[src/rtl/crash_detect_if.sv]
// crash_detect_if: carries ball/paddle positions into the collision block and
// the crash vector and scoring state back out.
`default_nettype none

interface crash_detect_if;
  logic [9:0] iBall_x;
  logic [9:0] iBall_y;
  logic [9:0] iPaddleL_y;
  logic [9:0] iPaddleR_y;
  logic [3:0] oCrash;
  logic [3:0] oScoreL;
  logic [3:0] oScoreR;
  logic       oMiss;
  logic       oGame_over;

  modport master (
    output iBall_x, iBall_y, iPaddleL_y, iPaddleR_y,
    input  oCrash, oScoreL, oScoreR, oMiss, oGame_over
  );

  modport slave (
    input  iBall_x, iBall_y, iPaddleL_y, iPaddleR_y,
    output oCrash, oScoreL, oScoreR, oMiss, oGame_over
  );
endinterface

`default_nettype wire

[src/rtl/crash_detect.sv]
// ============================================================================
// crash_detect: per-frame wall/paddle collision flags, miss scoring, game over.
// Optional scoring logic is built only when CRASH_SCORE_EN is defined.
// Revision: 1.0
// ============================================================================
`default_nettype none

module crash_detect #(
  parameter int SCREEN_W       = 640,
  parameter int SCREEN_H       = 480,
  parameter int BALL_SIZE      = 8,
  parameter int PADDLE_W       = 8,
  parameter int PADDLE_H       = 64,
  parameter int LEFT_PADDLE_X  = 16,
  parameter int RIGHT_PADDLE_X = 616,
  parameter int SCORE_MAX      = 9
) (
  input  logic           iFrame_CLK,
  input  logic           iRST_n,
  crash_detect_if.slave  bus
);

  localparam logic [10:0] c_BALL     = 11'(BALL_SIZE);
  localparam logic [10:0] c_PAD_H    = 11'(PADDLE_H);
  localparam logic [10:0] c_MARGIN   = 11'd4;
  localparam logic [10:0] c_LPAD_LO  = 11'(LEFT_PADDLE_X);
  localparam logic [10:0] c_LPAD_HI  = 11'(LEFT_PADDLE_X + PADDLE_W);
  localparam logic [10:0] c_RPAD_LO  = 11'(RIGHT_PADDLE_X);
  localparam logic [10:0] c_RPAD_HI  = 11'(RIGHT_PADDLE_X + PADDLE_W);
  localparam logic [10:0] c_RWALL    = 11'(SCREEN_W - 4);
  localparam logic [10:0] c_DWALL    = 11'(SCREEN_H - 4);
  localparam logic [9:0]  c_UNDERFLOW = 10'd960;

  if (SCORE_MAX < 1 || SCORE_MAX > 15) begin : g_score_max_check
    $error("crash_detect: SCORE_MAX must be in 1..15");
  end

  // Positions at or above 960 are a ball that stepped just past zero.
  logic [10:0] w_x, w_y, w_pl, w_pr;
  assign w_x  = (bus.iBall_x >= c_UNDERFLOW) ? 11'd0 : {1'b0, bus.iBall_x};
  assign w_y  = (bus.iBall_y >= c_UNDERFLOW) ? 11'd0 : {1'b0, bus.iBall_y};
  assign w_pl = {1'b0, bus.iPaddleL_y};
  assign w_pr = {1'b0, bus.iPaddleR_y};

  logic w_ovl_l, w_ovl_r, w_wall_l, w_wall_r, w_face_l, w_face_r;
  logic w_left, w_right, w_up, w_down;
  assign w_ovl_l  = (w_y + c_BALL > w_pl) && (w_y < w_pl + c_PAD_H);
  assign w_ovl_r  = (w_y + c_BALL > w_pr) && (w_y < w_pr + c_PAD_H);
  assign w_wall_l = (w_x <= c_MARGIN);
  assign w_wall_r = (w_x + c_BALL >= c_RWALL);
  assign w_face_l = (w_x >= c_LPAD_LO) && (w_x <= c_LPAD_HI) && w_ovl_l;
  assign w_face_r = (w_x + c_BALL >= c_RPAD_LO) && (w_x + c_BALL <= c_RPAD_HI) && w_ovl_r;
  assign w_left   = w_wall_l || w_face_l;
  assign w_right  = w_wall_r || w_face_r;
  assign w_up     = (w_y <= c_MARGIN);
  assign w_down   = (w_y + c_BALL >= c_DWALL);

  logic [3:0] r_crash;
  always_ff @(posedge iFrame_CLK or negedge iRST_n) begin
    if (!iRST_n) r_crash <= 4'b0000;
    else         r_crash <= {w_left, w_right, w_up, w_down};
  end
  assign bus.oCrash = r_crash;

`ifdef CRASH_SCORE_EN
  localparam logic [3:0]  c_SMAX    = 4'(SCORE_MAX);
  localparam logic [10:0] c_MID_LO  = 11'(SCREEN_W / 4);
  localparam logic [10:0] c_MID_HI  = 11'(3 * SCREEN_W / 4);

  typedef enum logic [1:0] {
    PLAY    = 2'd0,
    LOCKOUT = 2'd1,
    OVER    = 2'd2
  } state_t;

  state_t     r_state;
  logic [3:0] r_score_l, r_score_r;
  logic       r_miss, r_game_over;
  logic       w_miss_l, w_miss_r, w_centre;

  assign w_miss_l = w_wall_l && !w_ovl_l;
  assign w_miss_r = w_wall_r && !w_ovl_r;
  assign w_centre = (w_x >= c_MID_LO) && (w_x < c_MID_HI);

  // Left-wall miss wins if both sides report a miss on the same frame.
  always_ff @(posedge iFrame_CLK or negedge iRST_n) begin
    if (!iRST_n) begin
      r_state     <= PLAY;
      r_score_l   <= 4'd0;
      r_score_r   <= 4'd0;
      r_miss      <= 1'b0;
      r_game_over <= 1'b0;
    end else begin
      r_miss <= 1'b0;
      case (r_state)
        PLAY: begin
          if (w_miss_l) begin
            r_miss <= 1'b1;
            if (r_score_r < c_SMAX) r_score_r <= r_score_r + 4'd1;
            if (r_score_r + 4'd1 >= c_SMAX) begin
              r_state     <= OVER;
              r_game_over <= 1'b1;
            end else begin
              r_state <= LOCKOUT;
            end
          end else if (w_miss_r) begin
            r_miss <= 1'b1;
            if (r_score_l < c_SMAX) r_score_l <= r_score_l + 4'd1;
            if (r_score_l + 4'd1 >= c_SMAX) begin
              r_state     <= OVER;
              r_game_over <= 1'b1;
            end else begin
              r_state <= LOCKOUT;
            end
          end
        end
        LOCKOUT: begin
          if (w_centre) r_state <= PLAY;
        end
        OVER: begin
          r_game_over <= 1'b1;
        end
        default: r_state <= PLAY;
      endcase
    end
  end

  assign bus.oScoreL    = r_score_l;
  assign bus.oScoreR    = r_score_r;
  assign bus.oMiss      = r_miss;
  assign bus.oGame_over = r_game_over;
`else
  assign bus.oScoreL    = 4'd0;
  assign bus.oScoreR    = 4'd0;
  assign bus.oMiss      = 1'b0;
  assign bus.oGame_over = 1'b0;
`endif

endmodule

`default_nettype wire

[src/flat_wrapper.sv]
// flat-port wrapper written by rule: the top's interface ports become plain ports
module crash_detect_flat 
#(
  parameter int SCREEN_W       = 640,
  parameter int SCREEN_H       = 480,
  parameter int BALL_SIZE      = 8,
  parameter int PADDLE_W       = 8,
  parameter int PADDLE_H       = 64,
  parameter int LEFT_PADDLE_X  = 16,
  parameter int RIGHT_PADDLE_X = 616,
  parameter int SCORE_MAX      = 9
)
  (iFrame_CLK, iRST_n, bus_iBall_x, bus_iBall_y, bus_iPaddleL_y, bus_iPaddleR_y, bus_oCrash, bus_oScoreL, bus_oScoreR, bus_oMiss, bus_oGame_over);
  crash_detect_if bus_i ();
  input  logic iFrame_CLK;
  input  logic iRST_n;
  input wire logic [$bits(bus_i.iBall_x)-1:0] bus_iBall_x;
  input wire logic [$bits(bus_i.iBall_y)-1:0] bus_iBall_y;
  input wire logic [$bits(bus_i.iPaddleL_y)-1:0] bus_iPaddleL_y;
  input wire logic [$bits(bus_i.iPaddleR_y)-1:0] bus_iPaddleR_y;
  output wire logic [$bits(bus_i.oCrash)-1:0] bus_oCrash;
  output wire logic [$bits(bus_i.oScoreL)-1:0] bus_oScoreL;
  output wire logic [$bits(bus_i.oScoreR)-1:0] bus_oScoreR;
  output wire logic [$bits(bus_i.oMiss)-1:0] bus_oMiss;
  output wire logic [$bits(bus_i.oGame_over)-1:0] bus_oGame_over;
  assign bus_i.iBall_x = bus_iBall_x;
  assign bus_i.iBall_y = bus_iBall_y;
  assign bus_i.iPaddleL_y = bus_iPaddleL_y;
  assign bus_i.iPaddleR_y = bus_iPaddleR_y;
  assign bus_oCrash = bus_i.oCrash;
  assign bus_oScoreL = bus_i.oScoreL;
  assign bus_oScoreR = bus_i.oScoreR;
  assign bus_oMiss = bus_i.oMiss;
  assign bus_oGame_over = bus_i.oGame_over;
  crash_detect #(.SCREEN_W(SCREEN_W), .SCREEN_H(SCREEN_H), .BALL_SIZE(BALL_SIZE), .PADDLE_W(PADDLE_W), .PADDLE_H(PADDLE_H), .LEFT_PADDLE_X(LEFT_PADDLE_X), .RIGHT_PADDLE_X(RIGHT_PADDLE_X), .SCORE_MAX(SCORE_MAX)) u_core (.iFrame_CLK(iFrame_CLK), .iRST_n(iRST_n), .bus(bus_i));
endmodule
[config.mk]
export PLATFORM = sky130hd
export DESIGN_NAME = crash_detect_flat
export DESIGN_NICKNAME = d
export VERILOG_FILES = /design/src/rtl/crash_detect_if.sv /design/src/rtl/crash_detect.sv /design/src/flat_wrapper.sv
export SDC_FILE = /design/constraint.sdc
export NUM_CORES = 1
export LEC_CHECK = 0
export CORE_MARGIN = 2
export CORE_UTILIZATION = 40
export DETAILED_ROUTE_END_ITERATION = 10
export PLACE_DENSITY = 0.78
export SLEW_MARGIN = 20
export SYNTH_ARGS = -nofsm -noshare
export SYNTH_HDL_FRONTEND = slang
export SYNTH_SLANG_ARGS = --single-unit
export TNS_END_PERCENT = 50
[constraint.sdc]
create_clock -name iFrame_CLK -period 1.2 [get_ports iFrame_CLK]
set_clock_uncertainty 0.1 [all_clocks]
set_input_delay 0.24 -clock iFrame_CLK [delete_from_list [all_inputs] [get_ports iFrame_CLK]]
set_output_delay 0.24 -clock iFrame_CLK [all_outputs]
set_load 0.02 [all_outputs]
==> results of run 1 <==
## through the flow
step	cells	TNS (ns)	hold slack, ns
floorplan	243	-3.273	-0.1556
global placement	383	-5.441	0.3498
detailed placement	383	-5.832	0.3571
CTS	391	-3.229	0.1277
global route	392	-3.600	0.1345
finish	392	-3.216	0.1276
## cells in the final DEF (no fill, tap or decap), types with 3 or more instances in the layout
| cell | instances |
|---|---|
| conb_1 | 10 |
| a21o_1 | 3 |
| and2_4 | 3 |
| nand4_1 | 5 |
| nor3_2 | 3 |
| nand3_1 | 12 |
| clkdlybuf4s50_1 | 33 |
| nor2b_1 | 5 |
| ha_1 | 39 |
| dfrtp_1 | 4 |
| clkbuf_8 | 3 |
| clkbuf_2 | 3 |
| o21a_1 | 5 |
| a21oi_1 | 8 |
| dlygate4sd2_1 | 3 |
| buf_4 | 59 |
| buf_6 | 7 |
| o21ai_0 | 6 |
| nand2_1 | 14 |
| nand3_2 | 3 |
| and2_1 | 7 |
| o211ai_1 | 3 |
| nor2_1 | 10 |
| inv_1 | 27 |
| xnor2_1 | 6 |
| ha_4 | 7 |
## how the worst min path moves through the flow
stage | from | to | slack, ns | depth (start not counted)
floorplan | iRST_n | u_core.bus.oCrash[0]$_DFF_PN0_ | -0.16 | 0
global placement | iRST_n | u_core.bus.oCrash[3]$_DFF_PN0_ | 0.35 | 1
detailed placement | iRST_n | u_core.bus.oCrash[3]$_DFF_PN0_ | 0.36 | 1
CTS | iRST_n | u_core.bus.oCrash[2]$_DFF_PN0_ | 0.13 | 1
global route | iRST_n | u_core.bus.oCrash[2]$_DFF_PN0_ | 0.13 | 1
finish | iRST_n | u_core.bus.oCrash[2]$_DFF_PN0_ | 0.13 | 1
## worst max-delay path: cells and delay by family
family | cells | cell delay, ns
AOI/OAI and AO/OA | 4 | 0.73
xor gates and xnor gates | 1 | 0.16
adders and majority gates | 2 | 0.36
buffers and inverters | 3 | 0.31
and+or+nand+nor | 5 | 0.64
## final cells by class
class | count | area [µm²] | area share
Inverter | 29 | 113.9 | 0.03820
Multi-Input combinational cell | 197 | 1747 | 0.5861
Tap cell | 52 | 65.06 | 0.02183
Timing Repair Buffer | 107 | 913.4 | 0.3065
Sequential cell | 4 | 100.1 | 0.03359
Clock buffer | 3 | 41.29 | 0.01385
## metal layers
| layer | global-route usage | vias up | part of all wire |
|---|---|---|---|
| met5 | 0 | - | 0 |
| met4 | 0.1068 | 0 | 0.038 |
| met3 | 0.03175 | 20 | 0.045 |
| met2 | 0.4455 | 64 | 0.53 |
| met1 | 0.2450 | 966 | 0.39 |
| li1 | - | 1042 | - |
## power by group through the flow
| stage | Combinational (µW) | Clock, µW | Sequential [µW] |
|---|---|---|---|
| after global routing | 1240 | 296 | 145 |
| after CTS | 1050 | 290 | 145 |
| final | 1140 | 282 | 144 |
| after floorplan | 526 | 0 | 155 |
| after global placement | 953 | 0 | 146 |
| after detailed placement | 993 | 0 | 146 |
## synthesized netlist by cell type, types with 2 or more instances
master	number	share of area
o21a_1	5	0.021
buf_4	10	0.043
o211ai_1	3	0.013
nand2_1	16	0.034
a211oi_1	2	0.0085
a21o_1	3	0.013
nor2b_1	5	0.018
nor3_1	5	0.014
dfrtp_1	4	0.057
o31ai_1	3	0.013
a2111oi_0	3	0.015
o21bai_1	2	0.0085
inv_1	29	0.062
xnor2_1	7	0.035
and2_1	10	0.035
clkbuf_1	3	0.0064
a21oi_1	9	0.026
nor2_1	10	0.021
or2_2	2	0.0071
nand3_1	15	0.043
o32ai_1	2	0.0099
a2bb2oi_1	2	0.0099
ha_1	46	0.33
nor4_1	2	0.0071
mux2i_1	2	0.011
o21ai_0	8	0.023
nand4_1	5	0.018
## logic make-up after synthesis
kind of cell	synth area share
xor+xnor	0.03473
other cells	0.002124
flops	0.05670
fa+ha+maj	0.3260
mux	0.01134
simple gates	0.2431
buf+inv	0.1106
compound gates	0.2155
## what timing repair did
| item | 4_1_cts | 5_1_grt |
|---|---|---|
| resized for setup | 51 | 21 |
| pin swaps | 15 | 13 |
| buffers inserted | 5 | 3 |
| endpoints found under the setup margin | 8 | 7 |
==> reports/metrics.yaml, run 1 <==
status:
  run_status: "finished with violations"
  violations: "negative setup slack"
synthesis:
  synth.avg_cell_area_um2: 7.545
  ys_warn_count: 0
  cells_after_synthesis: 234
  synth_cell_types: 48
  netlist_area_um2: 1765
  ys_async_sr_fraction: 1.000
  seq_total_area_yosys: 0.05670
  post_synth_edffs: 0
  postSynthRegisterBits: 4
  yosys_most_used_dff: "dfrtp_1"
pwr:
  post-layout-total-power_uw: 1564
  power_per_cell_area_nw_per_um2: 524.7
  power.share.switching: 0.3870
  power_frac_seq: 0.092
  power_frac_clock: 0.180
  vdd.ir_drop.worst_uv: 252.0
  net-switching-power_uw: 605.2
  comb_power_share: 0.728
  power.leakage_uw: 0.001463
  power.internal_uw: 958.6
timing:
  grt_setup_unrepaired: "yes"
  slew_violations: 0
  period_minus_slack_ns: 2.494
  achievable-frequency_mhz: 400.9
  hold_viol: 0
  setup_viol: 4
  worst_slack_ns: -1.294
  fin_crit_sh: 2.079
detailed_routing:
  routedWlPerCell_um: 14.71
  dr.first_iter.drc_count: 65
  drt_first_pass_iters: 4
  post_drt_via_cell_ratio: 5.337
  final_antenna_net_count: 0
  finalWirelength_mm: 5.766
  dr_total_vias: 2092
  remaining_drc_errors: 0
run:
  number_of_maximum_capacitance_constraint_violations: 0
grt:
  grt_pass1_vias: 2219
  globalRoute.totalOverflow: 0
  pin_count_of_the_biggest_net_entering_global_routing: 10
  initial_antenna_violation_count: 0
  grt_pass1_wl_mm: 9.418
  gr-usage-all-layers: 0.2321
cells_and_area:
  layout.filler_cells: 343
  final_nets: 430
  final_core_utilization: 0.6941
  layout.cell_area.non_filler_um2: 2980
  largest_register_ffs: 4
  antennaDiodeCount: 0
  syn2layout_area_growth_pct: 68.82
  layout-drive-gt1-share: 0.3294
clock_tree:
  cts_max_level: 1
  clock_sink_count: 4
  clk_path_buf_depth: 2
  cell_at_the_root_of_the_clock_tree: "clkbuf_8"
  tritoncts: "yes"
  clk_pin_slew_worst_paths_ns: 0.03
  hold_buffer_count_at_cts: 0
  tritoncts_buffers: 3
critical_path:
  crit_type: "in -> reg"
  critical_path_s_slowest_cell: "a2111oi_2"
  critPathLaunchType: "input port"
  crit_path_max_fanout: 3
  setup.worst_path.end_class: "flip-flop"
  max_stage_delay_ns: 0.41
  timing.critical_path.to: "u_core.bus.oCrash[2]$_DFF_PN0_"
  cp.arrival_ns: 2.47
  cp_data_required_time_ns: 1.18
  critical-path-top-cell-by-count: "ha_4"
  cp-startpoint: "bus_iBall_y[7]"
  critical_path.cell_chain: "buf_6 -> nand4_1 -> buf_4 -> nand2_8 -> inv_6 -> ha_4 -> nand3_2 -> xnor2_1 -> and2_4 -> ha_4 -> and3_4 -> o211ai_1 -> a21oi_1 -> a2111oi_2 -> o32ai_2"
placement:
  placedInstanceArea_um2: 2719
  post-place-ws_ns: -1.898
  io_buffers: 45
  gp_congestion: 0.9060
  detailedPlacementHpwl_mm: 4.569
worst_hold_path:
  min-delay-path-class: "in -> async"
floorplan:
  dieWidth_um: 70.44
  die_height_um: 70.44
  floorplan.rows: 24
  initial_utilization: 0.4111
  coreArea_um2: 4294
  number_of_placed_i_o_pins: 56
  die_area_um2: 4961
Power figures use the tool's default switching activity.
==> run 2, diff against run 1 <==
CTS_BUF_LIST = sky130_fd_sc_hd__clkbuf_2 sky130_fd_sc_hd__clkbuf_4 sky130_fd_sc_hd__clkbuf_8   (was default)
==> results of run 2 <==
No change in the layout: final DEF, timing and power equal those of run 1.
==> run 3, diff against run 2 <==
CTS_CLUSTER_DIAMETER = 120   (was default)
GPL_TIMING_DRIVEN = 0   (was default)
==> reports/metrics.yaml, run 3 (synthesis gave the netlist of run 1 again) <==
timing:
  grt_setup_unrepaired: "yes"
  period_minus_slack_ns: 2.480  # -0.01458 ns
  slew_headroom: 0.6702
  worst_pin_slew_ns: 0.4823
  worst_slack_ns: -1.280  # +0.01458 ns
  slew_violations: 0  # unchanged
  achievable-frequency_mhz: 403.3  # +0.59%
  setup_viol: 4  # unchanged
  setup_tns_ns: -3.277  # -0.06103 ns
  fin_hold_ws_ns: 0.1208  # -0.006793 ns
  fin_crit_sh: 2.066  # -0.01215
  hold_viol: 0  # unchanged
pwr:
  power_per_cell_area_nw_per_um2: 519.6  # -0.97%
  power.leakage_uw: 0.001304  # -11%
  vdd.ir_drop.worst_uv: 236.3  # -6.2%
floorplan:
  dieWidth_um: 70.44  # unchanged
  floorplan.rows: 24  # unchanged
  die_area_um2: 4961  # unchanged
  number_of_placed_i_o_pins: 56  # unchanged
  initial_utilization: 0.4111  # unchanged
  die_height_um: 70.44  # unchanged
  coreArea_um2: 4294  # unchanged
worst_hold_path:
  min-delay-path-class: "in -> async"
status:
  run_status: "finished with violations"
  violations: "negative setup slack"
clock_tree:
  cts_max_level: 1  # unchanged
  tritoncts_buffers: 3  # unchanged
  clk_path_buf_depth: 2  # unchanged
  clk_pin_slew_worst_paths_ns: 0.03  # about the same
  tritoncts: "yes"
  clock_sink_count: 4  # unchanged
  cell_at_the_root_of_the_clock_tree: "clkbuf_8"
  hold_buffer_count_at_cts: 0  # unchanged
detailed_routing:
  routedWlPerCell_um: 13.49  # -8.3%
  dr.first_iter.drc_count: 82  # +26%
  final_antenna_net_count: 0  # unchanged
  drt_first_pass_iters: 5  # +1
  post_drt_via_cell_ratio: 5.400  # +1.2%
  finalWirelength_mm: 4.789  # -17%
  remaining_drc_errors: 0  # unchanged
  dr_total_vias: 1917  # -8.4%
critical_path:
  crit_path_max_fanout: 3  # unchanged
  cp.arrival_ns: 2.49  # +0.02 ns
  crit_type: "in -> reg"
  cp_data_required_time_ns: 1.21  # +0.03 ns
  critPathLaunchType: "input port"
  setup.worst_path.end_class: "flip-flop"
  critical_path_s_slowest_cell: "o32ai_2"
  critical_path.cell_chain: "clkbuf_16 -> nand4_1 -> buf_4 -> and2_4 -> ha_4 -> nand2_4 -> nor3_2 -> or2_4 -> buf_12 -> ha_4 -> and2_4 -> o211ai_1 -> a21oi_2 -> a2111oi_4 -> o32ai_2"
  max_stage_delay_ns: 0.28  # -0.13 ns
cells_and_area:
  layoutNonFillerInstCount: 355  # -9.4%
  final_core_utilization: 0.6320  # -0.06206
  layout-drive-gt1-share: 0.2442  # -0.08519
  multi_input_comb_area_um2: 1722  # -1.4%
  final_nets: 393  # -8.6%
  layout.area.seq_um2: 100.1  # unchanged
  syn2layout_area_growth_pct: 53.72
  antennaDiodeCount: 0  # unchanged
  layout.filler_cells: 391  # +14%
  layout_commonest_cell: "ha_1"
  largest_register_ffs: 4  # unchanged
  commonest_cells_after_routing_fill_and_taps_aside: "40 x ha_1, 32 x clkdlybuf4s50_1, 26 x inv_1, 23 x buf_4"
grt:
  grt_pass1_wl_mm: 7.976  # -15%
  pin_count_of_the_biggest_net_entering_global_routing: 10  # unchanged
  globalRoute.totalOverflow: 0  # unchanged
  globalRouteMet1Util: 0.2341  # -0.01089
  initial_antenna_violation_count: 0  # unchanged
  globalRouteMet2Util: 0.3532  # -0.09224
  grt_pass1_vias: 1831  # -17%
  grt_use_met3: 0.02453  # -0.007215
  globalRoute.busiestLayer: "met2"
  gr-usage-all-layers: 0.1944  # -0.03773
placement:
  io_buffers: 43  # -4.4%
  post-place-ws_ns: -2.095  # -0.1976 ns
  gp_congestion: 0.8482  # -6.4%
  placed_cells_incl_taps: 338  # -12%
  detailedPlacementHpwl_mm: 3.674  # -20%
run:
  number_of_maximum_capacitance_constraint_violations: 0  # unchanged
-- run 3: cell count changes in the layout (fill, tap and decap cells not counted), sizes merged --
cell and delta:
clkdlybuf4s50 -1, dlymetal6s2s +1, clkbuf +4, buf -40, clkdlybuf4s15 -1
-- run 3: through the flow --
step | power (µW) | area (µm²)
2_1_floorplan | 681.3 | 1911
3_3_place_gp | 961.0 | 2406
3_5_place_dp | 979.7 | 2406
4_1_cts | 1364 | 2669
5_1_grt | 1544 | 2714
6_report | 1410 | 2714
-- run 3: critical path: cells and delay by family --
kind	cells	cell delay [ns]
simple gates	6	0.78
compound gates	4	0.64
fa+ha+maj	2	0.43
buf+inv	3	0.40
-- run 3: routing by layer --
| layer | vias to the layer above | routed length, µm | part of all wire |
|---|---|---|---|
| met5 | - | 0 | 0 |
| met4 | 0 | 78 | 0.016 |
| met3 | 9 | 246 | 0.051 |
| met2 | 57 | 2476 | 0.52 |
| met1 | 880 | 1987 | 0.41 |
| li1 | 971 | - | - |
-- run 3: how the worst max path moves through the flow --
| stage | slack (ns) | startpoint | endpoint | cells past startpoint |
|---|---|---|---|---|
| 6_report | -1.28 | bus_iBall_y[6] | u_core.bus.oCrash[2]$_DFF_PN0_ | 15 |
| 2_1_floorplan | -1.39 | bus_iBall_y[6] | u_core.bus.oCrash[2]$_DFF_PN0_ | 15 |
| 3_3_place_gp | -2.09 | bus_iBall_y[8] | u_core.bus.oCrash[2]$_DFF_PN0_ | 13 |
| 4_1_cts | -1.32 | bus_iBall_y[6] | u_core.bus.oCrash[3]$_DFF_PN0_ | 14 |
| 3_5_place_dp | -2.10 | bus_iBall_y[8] | u_core.bus.oCrash[2]$_DFF_PN0_ | 13 |
| 5_1_grt | -1.40 | bus_iBall_y[6] | u_core.bus.oCrash[2]$_DFF_PN0_ | 15 |
-- run 3: repair_timing --
action	CTS	global route
pin swaps	20	16
setup buffers	11	3
gates resized for setup	52	13
endpoints found under the setup margin	8	8
-- run 3: report_power, final --
group	internal [µW]	total [µW]	switching, µW
Sequential	143	145	1.81
Combinational	498	982	484
Clock	214	283	69.6
Total	855	1410	555
-- run 3: cell type report --
type                       instances  area share
timing repair buffer              57      0.1964
buffer                            13     0.05118
clock buffer                       3     0.01521
multi-input combinational        197      0.6344
inverter                          29     0.04195
tap                               52     0.02397
sequential                         4     0.03688
